`config.mk`:
```
export PLATFORM = sky130hd
export DESIGN_NAME = text_screen
export DESIGN_NICKNAME = d
export VERILOG_FILES = /design/src/rtl/text_screen.sv
export SDC_FILE = /design/constraint.sdc
export NUM_CORES = 1
export LEC_CHECK = 0
export BUFFER_PORTS_ARGS = -buffer_cell sky130_fd_sc_hd__buf_2
export CORE_ASPECT_RATIO = 2
export CORE_MARGIN = 4
export CORE_UTILIZATION = 56
export DETAILED_ROUTE_END_ITERATION = 8
export PLACE_DENSITY = 0.87
export SLEW_MARGIN = 20
export SYNTH_ARGS = -nofsm -noshare
export SYNTH_HDL_FRONTEND = slang
export SYNTH_SLANG_ARGS = --single-unit
```
`constraint.sdc`:
```
create_clock -name clk -period 2.9 [get_ports clk]
set_input_delay 0.145 -clock clk [delete_from_list [all_inputs] [get_ports clk]]
set_output_delay 0.145 -clock clk [all_outputs]
set_load 0.01 [all_outputs]
```
`src/rtl/text_screen.sv`:
```
// text_screen: full-screen VGA title/message overlay.
// Draws a uniform background, a filled box and one of two 10-character messages from a
// built-in 5x7 glyph ROM, scaled by 2**SCALE_LOG2. Timing signals are delayed by the same
// 2-cycle pipeline as the colour. Message select and blink phase change only on frame start.
// Ports:
//   clk, rst             pixel clock, asynchronous active-high reset
//   msg_sel              0 = "START GAME", 1 = "GAME OVER " (sampled at frame start)
//   blink_en             1 = text blinks every BLINK_FRAMES frames, 0 = always visible
//   vga_in_*             incoming pixel stream (rgb is ignored)
//   vga_out_*            same stream delayed 2 clk, rgb replaced by the overlay colour
module text_screen #(
    parameter int unsigned TEXT_X       = 275,
    parameter int unsigned TEXT_Y       = 333,
    parameter int unsigned SCALE_LOG2   = 2,
    parameter int unsigned NUM_CHARS    = 10,
    parameter int unsigned BOX_MARGIN   = 16,
    parameter int unsigned BLINK_FRAMES = 30,
    parameter logic [11:0] BG_COLOR     = 12'h0_f_0,
    parameter logic [11:0] BOX_COLOR    = 12'hf_f_0,
    parameter logic [11:0] TEXT_COLOR   = 12'h0_0_0
) (
    input  logic        clk,
    input  logic        rst,
    input  logic        msg_sel,
    input  logic        blink_en,
    input  logic [10:0] vga_in_hcount,
    input  logic [10:0] vga_in_vcount,
    input  logic        vga_in_hsync,
    input  logic        vga_in_vsync,
    input  logic        vga_in_hblnk,
    input  logic        vga_in_vblnk,
    input  logic [11:0] vga_in_rgb,
    output logic [10:0] vga_out_hcount,
    output logic [10:0] vga_out_vcount,
    output logic        vga_out_hsync,
    output logic        vga_out_vsync,
    output logic        vga_out_hblnk,
    output logic        vga_out_vblnk,
    output logic [11:0] vga_out_rgb
);
    localparam int unsigned Scale = 1 << SCALE_LOG2;
    localparam int unsigned TextW = NUM_CHARS * 6 * Scale;
    localparam int unsigned TextH = 8 * Scale;
    localparam logic [10:0] TxLo  = 11'(TEXT_X);
    localparam logic [10:0] TxHi  = 11'(TEXT_X + TextW);
    localparam logic [10:0] TyLo  = 11'(TEXT_Y);
    localparam logic [10:0] TyHi  = 11'(TEXT_Y + TextH);
    localparam logic [10:0] BxLo  = 11'(TEXT_X - BOX_MARGIN);
    localparam logic [10:0] BxHi  = 11'(TEXT_X + TextW + BOX_MARGIN);
    localparam logic [10:0] ByLo  = 11'(TEXT_Y - BOX_MARGIN);
    localparam logic [10:0] ByHi  = 11'(TEXT_Y + TextH + BOX_MARGIN);
    localparam int unsigned CntW  = $clog2(BLINK_FRAMES + 1);
    localparam logic [CntW-1:0] CntLast = CntW'(BLINK_FRAMES - 1);

    localparam logic [79:0] MsgStart = "START GAME";
    localparam logic [79:0] MsgOver  = "GAME OVER ";

    // 7 rows of 5 bits, row 0 in the top bits, bit 4 of each row = leftmost column.
    function automatic logic [34:0] glyph_rom(input logic [7:0] code);
        unique case (code)
            "S": glyph_rom = 35'b01111_10000_10000_01110_00001_00001_11110;
            "T": glyph_rom = 35'b11111_00100_00100_00100_00100_00100_00100;
            "A": glyph_rom = 35'b01110_10001_10001_11111_10001_10001_10001;
            "R": glyph_rom = 35'b11110_10001_10001_11110_10100_10010_10001;
            "G": glyph_rom = 35'b01110_10001_10000_10111_10001_10001_01111;
            "M": glyph_rom = 35'b10001_11011_10101_10101_10001_10001_10001;
            "E": glyph_rom = 35'b11111_10000_10000_11110_10000_10000_11111;
            "O": glyph_rom = 35'b01110_10001_10001_10001_10001_10001_01110;
            "V": glyph_rom = 35'b10001_10001_10001_10001_10001_01010_00100;
            default: glyph_rom = '0;
        endcase
    endfunction

    // Stage 1 registers
    logic [10:0] h1_q, h1_d, v1_q, v1_d;
    logic        hs1_q, hs1_d, vs1_q, vs1_d, hb1_q, hb1_d, vb1_q, vb1_d;
    logic        blank1_q, blank1_d, in_text1_q, in_text1_d, in_box1_q, in_box1_d;
    logic [10:0] char1_q, char1_d, col1_q, col1_d, row1_q, row1_d;
    // Stage 2 (output) next-state
    logic [10:0] hcount_d, vcount_d;
    logic        hsync_d, vsync_d, hblnk_d, vblnk_d;
    logic [11:0] rgb_d;
    // Frame state
    logic            vsync_q, msg_q, msg_d, visible_q, visible_d, frame_start;
    logic [CntW-1:0] cnt_q, cnt_d;

    logic [10:0] dx, dy, cell_x;
    logic [7:0]  code;
    logic [34:0] glyph;
    logic [4:0]  grow;
    logic        gbit;

    always_comb begin
        dx     = vga_in_hcount - TxLo;
        dy     = vga_in_vcount - TyLo;
        cell_x = dx >> SCALE_LOG2;

        h1_d       = vga_in_hcount;
        v1_d       = vga_in_vcount;
        hs1_d      = vga_in_hsync;
        vs1_d      = vga_in_vsync;
        hb1_d      = vga_in_hblnk;
        vb1_d      = vga_in_vblnk;
        blank1_d   = vga_in_vblnk || vga_in_hblnk;
        in_text1_d = (vga_in_hcount >= TxLo) && (vga_in_hcount < TxHi) &&
                     (vga_in_vcount >= TyLo) && (vga_in_vcount < TyHi);
        in_box1_d  = (vga_in_hcount >= BxLo) && (vga_in_hcount < BxHi) &&
                     (vga_in_vcount >= ByLo) && (vga_in_vcount < ByHi);
        // Constant divisor: synthesises to fixed logic, not a general divider.
        char1_d    = cell_x / 11'd6;
        col1_d     = cell_x % 11'd6;
        row1_d     = dy >> SCALE_LOG2;
    end

    always_comb begin
        frame_start = vga_in_vsync && !vsync_q;
        msg_d       = frame_start ? msg_sel : msg_q;
        cnt_d       = cnt_q;
        visible_d   = visible_q;
        if (!blink_en) begin
            cnt_d     = '0;
            visible_d = 1'b1;
        end else if (frame_start) begin
            if (cnt_q == CntLast) begin
                cnt_d     = '0;
                visible_d = ~visible_q;
            end else begin
                cnt_d = cnt_q + 1'b1;
            end
        end
    end

    always_comb begin
        code = " ";
        for (int i = 0; i < 10; i++) begin
            if (char1_q == 11'(i)) begin
                code = msg_q ? MsgOver[8*(9-i) +: 8] : MsgStart[8*(9-i) +: 8];
            end
        end
        glyph = glyph_rom(code);
        // Rows 7+ and columns 5+ match nothing and stay off: the cell spacing.
        grow = '0;
        for (int r = 0; r < 7; r++) begin
            if (row1_q == 11'(r)) grow = glyph[5*(6-r) +: 5];
        end
        gbit = 1'b0;
        for (int c = 0; c < 5; c++) begin
            if (col1_q == 11'(c)) gbit = grow[4-c];
        end

        hcount_d = h1_q;
        vcount_d = v1_q;
        hsync_d  = hs1_q;
        vsync_d  = vs1_q;
        hblnk_d  = hb1_q;
        vblnk_d  = vb1_q;
        if (blank1_q)                             rgb_d = 12'h0_0_0;
        else if (in_text1_q && visible_q && gbit) rgb_d = TEXT_COLOR;
        else if (in_box1_q)                       rgb_d = BOX_COLOR;
        else                                      rgb_d = BG_COLOR;
    end

    always_ff @(posedge clk or posedge rst) begin
        if (rst) begin
            h1_q <= '0; v1_q <= '0; hs1_q <= 1'b0; vs1_q <= 1'b0; hb1_q <= 1'b0; vb1_q <= 1'b0;
            blank1_q <= 1'b0; in_text1_q <= 1'b0; in_box1_q <= 1'b0;
            char1_q <= '0; col1_q <= '0; row1_q <= '0;
            vga_out_hcount <= '0; vga_out_vcount <= '0;
            vga_out_hsync <= 1'b0; vga_out_vsync <= 1'b0;
            vga_out_hblnk <= 1'b0; vga_out_vblnk <= 1'b0;
            vga_out_rgb <= '0;
            vsync_q <= 1'b0; msg_q <= 1'b0; visible_q <= 1'b1; cnt_q <= '0;
        end else begin
            h1_q <= h1_d; v1_q <= v1_d; hs1_q <= hs1_d; vs1_q <= vs1_d;
            hb1_q <= hb1_d; vb1_q <= vb1_d;
            blank1_q <= blank1_d; in_text1_q <= in_text1_d; in_box1_q <= in_box1_d;
            char1_q <= char1_d; col1_q <= col1_d; row1_q <= row1_d;
            vga_out_hcount <= hcount_d; vga_out_vcount <= vcount_d;
            vga_out_hsync <= hsync_d; vga_out_vsync <= vsync_d;
            vga_out_hblnk <= hblnk_d; vga_out_vblnk <= vblnk_d;
            vga_out_rgb <= rgb_d;
            vsync_q <= vga_in_vsync; msg_q <= msg_d; visible_q <= visible_d; cnt_q <= cnt_d;
        end
    end
endmodule

```
== Word-level counts from Yosys, hierarchy flattened ==
Index checks and enable logic that the tools add are counted.
Widths: inputs -> output; s select.

* Logic and storage cells: 124
* Bits in registers: 105
* Output and inout port bits: 38

* Equality and inequality tests: 31
* Divide/modulo/power cells: 2
* Magnitude comparators: 8
* $add $sub $neg: 3
* Reduce and logical (&&, ||, !) cells: 15
* Bitwise logic cells: 1
* Multiplexer cells: 42

{| class="wikitable"
|+ Operators with widths
! cell !! count
|-
| $pmux 35 s9 || 1
|-
| $mux 8 || 10
|-
| $mux 5 || 15
|-
| $eq 8x7->1 const B || 9
|-
| $eq 11x3->1 const B || 5
|-
| $eq 11x2->1 const B || 4
|-
| $ge 11x9->1 const B || 4
|-
| $mux 12 || 3
|-
| $logic_not 11->1 || 3
|-
| $eq 9x3->1 const B || 3
|-
| $eq 11x1->1 const B || 2
|-
| $eq 11x4->1 const B || 2
|-
| $lt 11x10->1 const B || 2
|-
| $lt 11x9->1 const B || 2
|-
| $sub 11x9->11 const B || 2
|-
| $mux 7 || 3
|-
| $eq 9x2->1 const B || 2
|-
| $div 9x3->11 const B || 1
|-
| $mod 9x3->11 const B || 1
|-
| $eq 9x1->1 const B || 1
|-
| $logic_and 1x1->1 || 9
|-
| $mux 1 || 8
|-
| $add 5x1->5 const B || 1
|-
| $eq 5x5->1 const B || 1
|-
| 7 further kinds || 8
|}

== Logic depth before layout (Yosys ltp) ==
Gate-level depths: netlist of the first run.

* Depth after elaboration: 28
* Gate-level depth with buffers: 15

== Least setup slack after synthesis of the first run ==
Ideal clock, no wire load.

* Path kind: in2reg
* From: input port vga_in_hcount[1]
* To: register col1_q[3]
* Buffers on the path: 1
* Library setup time: 0.120 ns
* Setup slack: -0.119 ns
* Stages: 12
* Arrival: 2.898 ns
* Data required time: 2.780 ns
* Cell sequence: a211o_4 > a2111oi_4 > nand3b_1 > and3_1 > buf_6 > a2111oi_0 > a211oi_1 > a32oi_1 > ha_1 > inv_1 > and4b_1 > a31o_2

* Word-level cells in the longest chain between the ends: 2

{| class="wikitable"
|+ Ends and longest elaborated chain
! item !! line !! text
|-
| start, declared || 26 || <nowiki>input logic [10:0] vga_in_hcount,</nowiki>
|-
| $sub 11x9->11 || 94 || <nowiki>dx = vga_in_hcount - TxLo;</nowiki>
|-
| $mod 9x3->11 || 111 || <nowiki>col1_d = cell_x % 11'd6;</nowiki>
|-
| named net col1_d[3] || 78 || <nowiki>logic [10:0] char1_q, char1_d, col1_q, col1_d, row1_q, row1_d;</nowiki>
|-
| end signal, assigned || 177 || <nowiki>char1_q <= char1_d; col1_q <= col1_d; row1_q <= row1_d;</nowiki>
|-
| end, declared || 78 ||
|}

The timed path passes the listed nets, and every way through them passes these cells.
A chain may end at the register's enable or synchronous reset.

== Worst setup path in the final report of the first run ==
* From: register char1_q[0]
* To: register vga_out_rgb[10]

* Word-level cells in the longest chain between the ends: 28
* Elaborated cells between the ends (all ways): 45
* Classes of those cells: eq/ne: 18; mux: 25; reduce/logical: 2

{| class="wikitable"
|+ Ends and longest elaborated chain
! item !! line !! text
|-
| start, declared || 78 ||
|-
| start signal, assigned || 177 ||
|-
| $logic_not 11->1 || 136 || <nowiki>if (char1_q == 11'(i)) begin</nowiki>
|-
| $mux 8 (9 in series) || 136 ||
|-
| $mux 8 * || 136 ||
|-
| $eq 8x7->1 || 60 || <nowiki>unique case (code)</nowiki>
|-
| $pmux 35 s9 * || 60 ||
|-
| $mux 5 (6 in series) || 144 || <nowiki>if (row1_q == 11'(r)) grow = glyph[5*(6-r) +: 5];</nowiki>
|-
| $mux 5 * || 144 ||
|-
| $mux 1 (4 in series) || 148 || <nowiki>if (col1_q == 11'(c)) gbit = grow[4-c];</nowiki>
|-
| $mux 1 * || 148 ||
|-
| $logic_and 1x1->1 * || 158 || <nowiki>else if (in_text1_q && visible_q && gbit) rgb_d = TEXT_COLOR;</nowiki>
|-
| $mux 12 * || 158 ||
|-
| $mux 12 * || 157 || <nowiki>if (blank1_q) rgb_d = 12'h0_0_0;</nowiki>
|-
| named net rgb_d[10] || 82 || <nowiki>logic [11:0] rgb_d;</nowiki>
|-
| end signal, assigned || 181 || <nowiki>vga_out_rgb <= rgb_d;</nowiki>
|-
| end, declared || 39 || <nowiki>output logic [11:0] vga_out_rgb</nowiki>
|}

The timed path passes the listed nets; every way through them passes the cells marked *.

==> results of run 1 <==
routing by layer:
layer | GRT usage, % | routed length (um)
met2 | 49.6 | 7720
met4 | 22.3 | 1100
met1 | 27.4 | 4420
met5 | 0 | 0
met3 | 5.96 | 661
kinds of logic (layout without fill, tap and decap cells):
| kind of cell | Yosys count | in the layout | share of synthesized area [%] |
|---|---|---|---|
| AOI/OAI and AO/OA | 149 | 149 | 22.4 |
| DFF | 91 | 91 | 48.0 |
| and+or+nand+nor | 179 | 179 | 18.8 |
| other | 1 | 4 | 0.0790 |
| xor gates and xnor gates | 16 | 16 | 2.95 |
| muxes | 6 | 6 | 1.32 |
| buffers and inverters | 56 | 165 | 5.48 |
| adders and majority gates | 4 | 4 | 1.00 |
power by group:
part	switching (mW)	internal, mW
registers	0.0760	1.36
clock network	0.492	0.762
logic	0.542	0.389
how the worst max path moves through the flow:
stage	start	to	cells past startpoint
2_1_floorplan	vga_in_hcount[1]	col1_q[3]$_DFF_PP0_	12
3_3_place_gp	vga_in_hcount[1]	col1_q[1]$_DFF_PP0_	14
3_5_place_dp	vga_in_hcount[1]	col1_q[1]$_DFF_PP0_	14
4_1_cts	char1_q[0]$_DFF_PP0_	vga_out_rgb[10]$_DFF_PP0_	9
5_1_grt	vga_in_hcount[0]	col1_q[1]$_DFF_PP0_	15
6_report	char1_q[0]$_DFF_PP0_	vga_out_rgb[10]$_DFF_PP0_	9
what timing repair did:
| action | CTS | global route |
|---|---|---|
| hold buffers | 16 | 0 |
| setup buffers | 0 | 2 |
| endpoints found under the hold margin | 46 | 0 |
| resized for setup | 0 | 19 |
| setup endpoints to repair | 0 | 4 |
flip-flops by register name, indices dropped and copies added (netlist names), 2 cells and up:
signal	count
char1_q	7
cnt_q	5
col1_q	11
h1_q	11
row1_q	9
v1_q	11
vga_out_hcount	11
vga_out_rgb	2
vga_out_vcount	11
worst max-delay path: cells and delay by family (launching register included):
family | cells | cell delay, ps
flip-flops | 1 | 550
AO/OA/AOI/OAI | 6 | 1410
AND/OR/NAND/NOR | 2 | 580
buffers and inverters | 1 | 150
final cells by class:
| cell class | instances | area share, % |
|---|---|---|
| clock buffer | 9 | 3.76 |
| clock inverter | 6 | 1.61 |
| inverter | 14 | 0.898 |
| multi-input combinational | 358 | 38.5 |
| sequential | 91 | 38.0 |
| tap | 98 | 2.05 |
| timing repair buffer | 136 | 15.1 |
layout by cell type (no fill, tap or decap), types with 6 or more instances in the layout:
cell and count:
and3_1 7, nand2_1 44, buf_4 56, clkbuf_16 9, a31oi_1 11, nor2_1 39, dlygate4sd3_1 16, dfrtp_1 90
nor3_1 23, xnor2_1 13, o211ai_1 7, o21ai_0 30, inv_1 12, buf_2 63, a21oi_1 29, nand3_1 16
nand2b_1 7, and2_1 6
per-stage QoR:
step	worst slack, ps	setup TNS [ps]
after floorplan	17.6	0
after global placement	-80.0	-133
after detailed placement	-205	-862
after CTS	55.3	0
after global routing	-47.5	-50.9
final	86.5	0
==> results.txt, run 1 <==
- The flow ran to the end, and the final reports show no timing, DRC or antenna violations.
- Number of filler instances in the final layout: 581
* Total clock buffers created by CTS: 9
- The cell count after synthesis came out at 502.
* CP Max Fanout: 11
- Measured along the x axis, the die boundary spans 73.1 um.
- In this run, the number of DRC markers left after iteration 0 of detailed routing was 500.
- The floorplan step defined a core boundary enclosing 8290 um2.
* Cell types with the largest area share after synthesis: dfrtp_1 47%, nand2_1 3.5%, a21oi_1 3.3%, o21ai_0 3.3%, nor2_1 3.2%
* DP Wirelength: 9750 um
- TritonCTS built the clock tree.
- Number of nets in the final layout: 655
- Global routing finished with a remaining overflow of 0.
- Cell Count, Final, Fillers Out: 712
* Total DRC errors in the routed layout: 0
* Boundary pin count: 80
- Worst-case reg-to-reg path depth: 9
- Transition time at the pin with the least slew margin: 914 ps
- Most common cell in the netlist: dfrtp_1
- Summed over all cells, the static leakage comes to 2.62 nW.
- The routed design has 13900 um of wire.
* Setup slack on the worst flop-to-flop path: 90 ps
- Worst hold margin: 19.2 ps
- Effective utilization at floorplan: 57.3%
- The number of pins exceeding their max-slew limit in the final report is 0.
* Top-area cell type share of the netlist area: 47.4%
- Power spread over the standard cell area amounts to 605 nW/um2.
- Once placement completed, the tool counted placed cells totaling 679.
- Data arrival time at the worst-slack endpoint: 3040 ps
* Routed vias: 4519
- Of all cell types, the one taking the most synthesized area is dfrtp_1.
- Path type of the worst min-delay path: input port to flip-flop
- CTS saw 91 sinks.
- In the final routed layout, each cell accounts on average for 19.5 um.
- After clock tree synthesis, the clock-pin slew on the worst setup and hold paths is 70 ps.
- Worst flop-to-flop path startpoint: char1_q[0]$_DFF_PP0_
* Area growth from synthesis to layout: 26.1%
- At the end of routability-driven placement, the weighted congestion stood at 1.03.
- The startpoint identified for the worst hold timing path is vga_in_hcount[9].
- Hold Path End: h1_q[9]$_DFF_PP0_
- Port-buffer cells: 63
- At the end of the flow the core is filled with cells to 72.2%.
- Maximum operating frequency: 355 MHz
- The first global-routing pass estimated 22100 um of wire.
* Crit start category: flip-flop
* Sequential cell area in the final layout: 2280 um2
- In this design, the stage delay of the slowest critical-path cell is 600 ps.
- Final hold vios: 0
* Worst IR drop on VDD: 385 uV
* Reg-to-reg critical path endpoint: vga_out_rgb[10]$_DFF_PP0_
- Number of warnings issued by yosys: 0
- Antenna-violating nets left: 0
* Die span in y: 138 um
* Avg Inst Size Synth: 9.46 um2
* Post-route cell area: 5990 um2
* Insertion delay of the later-clocked pin in the worst-skew pair: 340 ps
- Initial antenna violation count: 0
* Maximum number of buffers from clock root to sink: 2
- The mapped netlist covers 4750 um2.
- Required time at the endpoint of the critical path: 3130 ps
- Commonest cells post-synth: 90 x dfrtp_1, 44 x nand2_1, 40 x nor2_1, 31 x a21oi_1, 31 x o21ai_0
- Clock skew: 8.13 ps
- Using the TritonRoute via totals, the vias-per-cell ratio works out to 6.35.
* Die footprint: 10100 um2
- For this run, the leading register cell type out of synthesis is dfrtp_1.
- The multi-input combinational cells in the finished layout cover a total of 2310 um2.
* Number of rows created at floorplan: 47
- All-layer global routing usage: 28.5%
- Number of synthesized flops with an enable pin: 0
- The number of antenna diodes in the final layout is 0.
- Among all stages on the critical path, the largest delay is contributed by a2111oi_0.
- Shortest period the worst path allows: 2810 ps
- Setup violations remaining at the end of the flow were counted as 0.
- The worst path uses 97.0% of the clock period.
- The tree is rooted in a clkbuf_16.
- Worst Path Class, Setup: flip-flop to flip-flop
- Nature of the critical path endpoint: flip-flop
* Max Cap Viol: 0
- Count of TritonRoute iterations in the first routing pass: 6
- Critical Path, Cell by Cell: or2_2, buf_4, a21oi_1, o211ai_1, a2111oi_0, o211ai_1, a21oi_1, o311ai_1, and3_1
- #FFs+latches synth: 91
* Design Power: 3.63 mW
* Distinct cell type count after synthesis: 74
- Sequential fraction of the synthesis area: 48.0%
* Relative slew margins: 37.5%
- Entering global routing, the biggest net connects 35 pins.
- Counting instances, the worst hold path has a depth of 1.
- Vias in the first global route: 4569
* Level count of the clock H-tree: 3
* Placed cell area: 5410 um2
- Share of post-route cells with drive strength above 1: 27.2%
- Async SR Flop Fraction: 100%
Power figures use the tool's default switching activity.
==> run 2, diff against run 1 <==
- CORE_ASPECT_RATIO: 2 -> not set
- CTS_BUF_LIST: not set -> sky130_fd_sc_hd__clkbuf_16
==> results.txt, run 2 (same netlist as run 1, synthesis figures left out) <==
* Initial antenna violation count: 0 (unchanged)
- TritonCTS built the clock tree.
- The relative max-transition margin was 55.9% (+18 points).
- Number of pins exceeding their max-slew limit in the final report: 0 (unchanged)
- Post-route cell area: 5870 um2 (-2.1%)
* Number of nets in the final layout: 645 (-1.5%)
* Port-buffer cells: 63 (unchanged)
- The startpoint identified for the worst register-to-register timing path is msg_q$_DFFE_PP0P_.
- Routed vias: 4309 (-4.6%)
* All-layer global routing usage: 24.7% (-3.8 points)
- The clock skew came to 11.4 ps (+3.30 ps).
* Nature of the critical path endpoint: flip-flop
- Hold path startpoint: msg_sel
- Maximum operating frequency: 359 MHz (+0.88%)
- The final hold violation count is 0 (unchanged).
- Post-CTS Setup Inserts: 0 (unchanged)
- The number of buffers created by CTS is 9 (unchanged).
- Maximum number of pins on one net before global-route repair: 42 (+20%)
- The number of global-route vias before repair is 4198 (-8.1%).
- The logic depth of the worst register-to-register path came to 10 (+1).
- The number of top-level design ports was 80 (unchanged).
- Data arrival time at the worst-slack endpoint: 3020 ps (-20 ps)
- The H-tree level count is 3 (unchanged).
* Die span in y: 100 um (-28%)
* Period utilisation layout: 96.2% (-0.85 points)
- The die area was 10000 um2 (-0.88%).
* Required time at the endpoint of the critical path: 3130 ps (about the same)
* Global placement routability congestion: 0.932 (-9.5%)
* Most used cells in the layout excluding fill and tap cells: 90 x dfrtp_1, 63 x buf_2, 44 x nand2_1
- The CTS sink count was 91 (unchanged).
* Status: complete, no violations
- Routed wire per std cell: 16.8 um (-14%)
- Setup-violating endpoint count in the final report: 0 (unchanged)
- Mean number of vias per cell: 6.06 (-4.5%)
- The first-pass iteration count of the detailed router is 5 (-1).
- Post-Place Setup Slack: -178 ps (+26.4 ps)
* Reg-to-reg critical path endpoint: vga_out_rgb[10]$_DFF_PP0_
* Utilization after layout: 71.4% (-0.86 points)
- The post-detailed-route DRC marker count was 0 (unchanged).
- Worst-path clk slew: 60 ps (about the same)
* Number of rows created at floorplan: 33 (-30%)
- Antenna-violating nets left: 0 (unchanged)
- Insertion delay of the later-clocked pin in the worst-skew pair: 350 ps (about the same)
- Relative to the synthesized area, the layout overhead comes to 23.5%.
- The actual slew at the worst max-slew pin was 655 ps (-259 ps).
- Setup slack on the worst flop-to-flop path: 110 ps (+20 ps)
- Maximum number of buffers from clock root to sink: 2 (unchanged)
- Shortest period the worst path allows: 2790 ps (-24.6 ps)
- Overall die width: 100 um (+37%)
- The number of design-rule violations left by the first detailed-router iteration was 310 (-38%).
- Final routed wirelength across all metal layers: 12000 um (-14%)
- The layout cell share with drive strength beyond 1 was 24.6% (-2.6 points).
* Last element of the critical path: vga_out_rgb[10]$_DFF_PP0_
* Power density relative to cell area: 592 nW/um2 (-2.2%)
- The critical path starts at msg_q$_DFFE_PP0P_.
- The instance area at placement is 5360 um2 (-0.90%).
* Effective utilization at floorplan: 57.8% (+0.52 points)
* Worst Path Class, Setup: flip-flop to flip-flop
- The minimum setup slack in the final design came to 111 ps (+24.6 ps).
* Grt ovf: 0 (unchanged)
- DP Wirelength: 8400 um (-14%)
- Total leakage power: 2.55 nW (-2.7%)
- The number of max-cap violations is 0 (unchanged).
- The maximum fanout count along the critical path came to 2 (-9).
- Leaving out fill and tap cells, the most frequent cell in the layout is dfrtp_1.
- Worst IR drop on VDD: 281 uV (-27%)
* Root cell of the clock tree: clkbuf_16
- Area of the core region: 8220 um2 (-0.91%)
- Wire length of the first global-routing pass: 19800 um (-10%)
- Crit start category: flip-flop
* Path type of the worst min-delay path: input port to flip-flop
==> run 2: cell types whose count changed in the layout (fill, tap and decap cells not counted), moves of 2 or more <==
cell	before	now
bufinv_16	2	0
o311ai_0	2	5
a211oi_2	0	2
a2111oi_2	0	2
dlygate4sd3_1	16	19
buf_12	0	2
inv_8	1	3
o311ai_1	4	1
a21oi_2	2	0
a21oi_1	29	31
a2111oi_4	3	1
buf_4	56	42
==> run 2: where the power goes <==
group	switching, mW	internal [mW]	total, mW
registers	0.0692	1.36	1.43
clock network	0.551	0.614	1.17
logic	0.503	0.370	0.873
==> run 2: how the worst min path moves through the flow <==
stage	end	slack, ps	cells past startpoint
after floorplan	h1_q[0]$_DFF_PP0_	180	0
after global placement	vga_out_vcount[5]$_DFF_PP0_	240	2
after detailed placement	vga_out_vcount[5]$_DFF_PP0_	250	2
after CTS	h1_q[7]$_DFF_PP0_	30	1
after global routing	msg_q$_DFFE_PP0P_	40	2
final	msg_q$_DFFE_PP0P_	40	2
==> run 2: per-layer routing <==
metal / vias to the layer above / routed length [um] / track usage [%]
met3: 43 / 747 / 4.79
met4: 0 / 417 / 9.95
met5: - / 0 / 0
met1: 2051 / 4650 / 29.5
met2: 191 / 6140 / 43.7
li1: 2024 / - / -
==> run 2: timing repair <==
| action | CTS | global route |
|---|---|---|
| setup endpoints to repair | 0 | 4 |
| hold buffers | 19 | 0 |
| gates resized for setup | 0 | 4 |
| endpoints found under the hold margin | 56 | 0 |
==> run 2: worst max-delay path, cell delays in order (launching register included) <==
cell	delay, ps
dfrtp_1	440
or3b_2	480
a2111oi_2	410
buf_4	180
or3_1	90
o21ai_0	80
nand3_1	100
a31oi_1	100
o41ai_1	360
o311ai_0	200
and3_1	220
==> run 2: area by class of cell <==
| type | instances | area (um2) |
|---|---|---|
| tap | 105 | 131 |
| antenna | 1 | 2.50 |
| clock inverter | 7 | 76.3 |
| clock buffer | 9 | 225 |
| inverter | 14 | 53.8 |
| timing repair buffer | 126 | 861 |
| sequential | 91 | 2280 |
| fill | 578 | 2350 |
| multi-input combinational | 358 | 2240 |
==> run 2: through the flow <==
stage	TNS [ps]	total power, mW	hold slack (ps)	std cells
finish	0	3.47	36.1	711
global route	-33.7	3.65	35.3	710
CTS	0	3.47	28.8	710
detailed placement	-744	2.29	249	675
global placement	-141	2.26	236	675
floorplan	0	2.00	176	505
